[src/rtl/parity_pkg.sv]
// Shared definitions for the bit-serial parity generator/checker.
package parity_pkg;

  typedef enum logic [1:0] {
    ST_IDLE = 2'd0,
    ST_DATA = 2'd1,
    ST_PAR  = 2'd2,
    ST_DONE = 2'd3
  } state_e;

  localparam int DEFAULT_FRAME_LEN = 8;

endpackage : parity_pkg

[src/rtl/my_xor.sv]
// Two-input XOR cell from the gate-level xor stage; used as the accumulator update.
module my_xor (
  input  logic a,
  input  logic b,
  output logic y
);

  assign y = a ^ b;

endmodule : my_xor

[src/rtl/serial_parity_unit.sv]
// Bit-serial parity generator/checker: accumulates the XOR of a FRAME_LEN-bit frame,
// reports its parity and, in check mode, compares it with a trailing received parity bit.
module serial_parity_unit
  import parity_pkg::*;
#(
  parameter int FRAME_LEN = DEFAULT_FRAME_LEN,
  parameter int ODD       = 0,
  parameter int CW        = $clog2(FRAME_LEN + 1)
) (
  input  logic          clk,
  input  logic          rst,
  input  logic          start,
  input  logic          check_mode,
  input  logic          din,
  input  logic          din_valid,
  output logic          busy,
  output logic          done,
  output logic          parity,
  output logic          err,
  output logic [CW-1:0] bit_cnt
);

  localparam logic          ODD_BIT  = 1'(ODD);
  localparam logic [CW-1:0] LAST_IDX = CW'(FRAME_LEN - 1);

  state_e        state_q, state_d;
  logic          acc_q, acc_d;
  logic [CW-1:0] cnt_q, cnt_d;
  logic          mode_q, mode_d;
  logic          parity_q, parity_d;
  logic          err_q, err_d;
  logic          acc_nxt;

  my_xor u_acc_xor (
    .a (acc_q),
    .b (din),
    .y (acc_nxt)
  );

  always_comb begin
    // NOTE: every _d gets a hold default before the case so no path leaves a signal unassigned, which would infer a latch.
    state_d  = state_q;
    acc_d    = acc_q;
    cnt_d    = cnt_q;
    mode_d   = mode_q;
    parity_d = parity_q;
    err_d    = err_q;

    unique case (state_q)
      ST_IDLE, ST_DONE: begin
        if (start) begin
          state_d  = ST_DATA;
          acc_d    = 1'b0;
          cnt_d    = '0;
          mode_d   = check_mode;
          parity_d = 1'b0;
          err_d    = 1'b0;
        end else begin
          state_d = ST_IDLE;
        end
      end

      ST_DATA: begin
        if (din_valid) begin
          acc_d = acc_nxt;
          cnt_d = cnt_q + CW'(1);
          if (cnt_q == LAST_IDX) begin
            if (mode_q) begin
              state_d = ST_PAR;
            end else begin
              state_d  = ST_DONE;
              parity_d = acc_nxt ^ ODD_BIT;
            end
          end
        end
      end

      // acc holds the data parity here; din is the received parity bit.
      ST_PAR: begin
        if (din_valid) begin
          state_d  = ST_DONE;
          err_d    = (acc_nxt != ODD_BIT);
          parity_d = acc_q ^ ODD_BIT;
        end
      end

      default: state_d = ST_IDLE;
    endcase
  end

  always_ff @(posedge clk) begin
    // NOTE: non-blocking assignments so every flop samples the pre-edge values of its peers.
    if (rst) begin
      state_q  <= ST_IDLE;
      acc_q    <= 1'b0;
      cnt_q    <= '0;
      mode_q   <= 1'b0;
      parity_q <= 1'b0;
      err_q    <= 1'b0;
    end else begin
      state_q  <= state_d;
      acc_q    <= acc_d;
      cnt_q    <= cnt_d;
      mode_q   <= mode_d;
      parity_q <= parity_d;
      err_q    <= err_d;
    end
  end

  assign busy    = (state_q == ST_DATA) || (state_q == ST_PAR);
  assign done    = (state_q == ST_DONE);
  assign parity  = parity_q;
  assign err     = err_q;
  assign bit_cnt = cnt_q;

endmodule : serial_parity_unit

[config.mk]
export PLATFORM = sky130hd
export DESIGN_NAME = serial_parity_unit
export DESIGN_NICKNAME = d
export VERILOG_FILES = /design/src/rtl/parity_pkg.sv /design/src/rtl/my_xor.sv /design/src/rtl/serial_parity_unit.sv
export SDC_FILE = /design/constraint.sdc
export NUM_CORES = 1
export LEC_CHECK = 0
export ABC_AREA = 1
export BUFFER_PORTS_ARGS = -buffer_cell sky130_fd_sc_hd__clkbuf_2
export CAP_MARGIN = 30
export CORE_UTILIZATION = 45
export CTS_BUF_LIST = sky130_fd_sc_hd__clkbuf_8 sky130_fd_sc_hd__clkbuf_16
export DETAILED_ROUTE_END_ITERATION = 8
export PLACE_DENSITY = 0.8
export SLEW_MARGIN = 40
export SYNTH_ARGS = -nofsm -noshare
export SYNTH_HDL_FRONTEND = slang
export SYNTH_SLANG_ARGS = --single-unit
export TNS_END_PERCENT = 5
[constraint.sdc]
create_clock -name clk -period 1.7 [get_ports clk]
set_input_delay 0.085 -clock clk [delete_from_list [all_inputs] [get_ports clk]]
set_output_delay 0.085 -clock clk [all_outputs]
set_load 0.02 [all_outputs]
==> impl_metrics.env <==
export IMPL_synth_compound_area_frac=0.110
export IMPL_met2_usage=0.250
export IMPL_yosys_cell_types_count=15
export IMPL_ys_seq_area_frac=0.331
export IMPL_async_reset_ff_frac=0
export IMPL_drc=0
export IMPL_p_leak_nw=0.394
export IMPL_worst_slew_pin_slew_ns=0.233
export IMPL_synth_nets=107
export IMPL_synth_edf_count=0
export IMPL_wire_per_inst_um=9.26
export IMPL_synth_top_flop_cell="dfxtp_1"
export IMPL_vias_per_cell=4.83
export IMPL_power_internal_w=0.000800
export IMPL_rsz0062_at_grt="false"
export IMPL_first_pass_iters=4
export IMPL_slew_headroom=0.843
export IMPL_use_met1=0.259
export IMPL_num_vias=618
export IMPL_synthCells=97
export IMPL_port_buffers=13
export IMPL_end_kind="flip-flop"
export IMPL_grt_usage=0.182
export IMPL_antenna_found_initial=0
export IMPL_yosys_area_share_simple=0.369
export IMPL_worstHoldStart="rst"
export IMPL_min_period_ns=1.47
export IMPL_fin_util=0.636
export IMPL_pwr_density_cell_nw_per_um2=1980
export IMPL_crit_chain="inv_1 -> ha_2 -> nand2_2 -> o21ai_2 -> nand2_2 -> clkinv_2 -> nand2_1 -> nand2_1 -> nor2_1"
export IMPL_top_usage_layer="met1"
export IMPL_seq_power_share=0.262
export IMPL_ant_nets=0
export IMPL_start_util=0.516
export IMPL_path_max_fanout=7
export IMPL_wl_mm=1.19
export IMPL_critPathMaxStageDelay_ns=0.38
export IMPL_cp_start_kind="flip-flop"
export IMPL_cap_viol_max_count=0
export IMPL_nets=125
export IMPL_hold_viol=0
export IMPL_status="complete, no violations"
export IMPL_die_x_um=38.6
export IMPL_ys_seq_elements=10
export IMPL_synthesis_area_um2=604
export IMPL_rr_worst_depth=9
export IMPL_yosys_warnings=0
export IMPL_crit_path_start="state_q[0]"
export IMPL_tns_ns=0
export IMPL_drive_gt1_frac=0.211
export IMPL_synth_top_area_share=0.331
export IMPL_dpl_hpwl_um=913
export IMPL_maxSlewViolCount=0
export IMPL_ctsLongestPathBuffers=2
export IMPL_htreeDepth=1
export IMPL_die_area_um2=1490
export IMPL_clkPwrFrac=0.203
export IMPL_grt_max_degree=9
export IMPL_yosysTopAreaCell="dfxtp_1"
export IMPL_fin_crit_sh=0.867
export IMPL_synth_most_common_cell="nand2_1"
export IMPL_nFillCells=104
export IMPL_cts_buffers=3
export IMPL_dr_first_iter_drc_count=14
export IMPL_critPathKind="flip-flop to flip-flop"
export IMPL_netSwitchingFraction=0.457
export IMPL_fin_skew_ns=0.00149
export IMPL_multi_input_area_um2=342
export IMPL_setup_viol=0
export IMPL_muxShareOfSynthArea=0
export IMPL_cp_slowest_cell="ha_2"
export IMPL_regArea_um2=200
export IMPL_gp_congestion=0.823
export IMPL_clock_latency_ns=0.24
export IMPL_core_um2=1170
export IMPL_clock_fmax_mhz=678
export IMPL_grt_pass1_wl_mm=1.88
export IMPL_rrSetupSlack_ns=0.23
export IMPL_synth_fa_ha_area_frac=0.0828
export IMPL_grt_overflow_total=0
export IMPL_first_global_vias=458
export IMPL_p_switching_w=0.000674
export IMPL_synth_xor_area_frac=0
export IMPL_postCtsHoldBufs=0
export IMPL_min_delay_path_depth=4
export IMPL_crit_required_ns=1.83
export IMPL_max_vdd_ir_drop_uv=927
export IMPL_combPwrFrac=0.535
export IMPL_syn_to_final_growth_pct=23.2
export IMPL_cts_sink_count=10
export IMPL_r2r_start="state_q[0]"
export IMPL_avgSynthCellArea_um2=6.23
export IMPL_diodes=0
export IMPL_synth_top_family_by_area="simple AND/OR/NAND/NOR gates"
export IMPL_critPathArrivalTime_ns=1.61
export IMPL_io_pins=14
export IMPL_rows=12
export IMPL_hold_end="bit_cnt[3]"
export IMPL_ys_top_cells_by_count="23 x nand2_1, 20 x nor2_1, 15 x inv_1"
export IMPL_path_clk_slew_ns=0.05
export IMPL_met3_usage=0.0520
export IMPL_netlist_top_cells_area="dfxtp_1 33%, nand2_1 14%, nor2_1 12%"
export IMPL_reg2reg_to="acc_q"
export IMPL_dieHeight_um=38.6
export IMPL_totalPowerFinal_w=0.00147
export IMPL_min_path_type="input port to flip-flop"
export IMPL_cts_root_buf="clkbuf_8"
export IMPL_cts_tree="yes"
-- power groups by stage --
stage                     Combinational [W]  Clock (W)  Sequential, W
after floorplan                    0.000560          0       0.000432
after global routing               0.000895   0.000315       0.000400
after CTS                          0.000780   0.000306       0.000387
after detailed placement           0.000779          0       0.000391
after global placement             0.000759          0       0.000388
final                              0.000788   0.000300       0.000386
-- through the flow --
| stage | cell area [µm²] | cells | hold slack (ns) | setup WS, ns |
|---|---|---|---|---|
| final | 744 | 128 | 0.135 | 0.226 |
| after global routing | 744 | 128 | 0.158 | 0.0530 |
| after CTS | 742 | 128 | 0.125 | 0.185 |
| after detailed placement | 687 | 124 | 0.375 | 0.184 |
| after global placement | 687 | 124 | 0.372 | 0.255 |
| after floorplan | 604 | 97 | 0.245 | 0.285 |
-- sequential cells by signal, indices dropped and copies added, names as in the netlist --
signal	count
mode_q	1
acc_q	1
bit_cnt	4
parity	1
state_q	2
err	1
-- worst max-delay path, delay by kind of cell (launching register included) --
family / cells / cell delay [ns]
AO/OA/AOI/OAI: 1 / 0.12
AND/OR/NAND/NOR: 5 / 0.35
buffers and inverters: 2 / 0.14
flip-flops: 1 / 0.37
adder cells (fa/ha/maj): 1 / 0.38
-- worst max path at each step --
stage / to / depth (start not counted)
2_1_floorplan: parity / 8
3_3_place_gp: acc_q / 8
3_5_place_dp: acc_q / 8
4_1_cts: acc_q / 9
5_1_grt: bit_cnt[0] / 7
6_report: acc_q / 9
-- kinds of logic after synthesis --
family | after synthesis
adder cells (fa/ha/maj) | 4
AO/OA/AOI/OAI | 12
flip-flops | 10
AND/OR/NAND/NOR | 54
buffers and inverters | 17
-- area by class of cell --
cell class | instances | area share
clock buffer | 4 | 0.0739
timing repair buffer | 13 | 0.0874
tap | 14 | 0.0235
inverter | 17 | 0.0874
sequential | 10 | 0.269
multi-input combinational | 70 | 0.459
-- what timing repair did --
item,in CTS,in global routing
resized for setup,0,1
endpoints found under the setup margin,0,1
setup buffers,0,0
-- layer usage --
layer / share of wire / vias up
met2: 0.40 / 15
li1: - / 332
met4: 0.014 / 0
met3: 0.047 / 4
met1: 0.54 / 267
met5: 0 / -
-- cells in the final DEF (no fill, tap or decap) --
master	count
nand2_1	23
nor2_1	20
inv_1	15
clkbuf_2	13
dfxtp_1	10
nand3_1	6
o21ai_0	6
a21oi_1	4
clkbuf_8	4
ha_1	3
nand2_2	2
nand4_1	2
inv_2	1
o21ai_2	1
clkinv_2	1
or2_2	1
o21a_1	1
ha_2	1
Power figures use the tool's default switching activity.
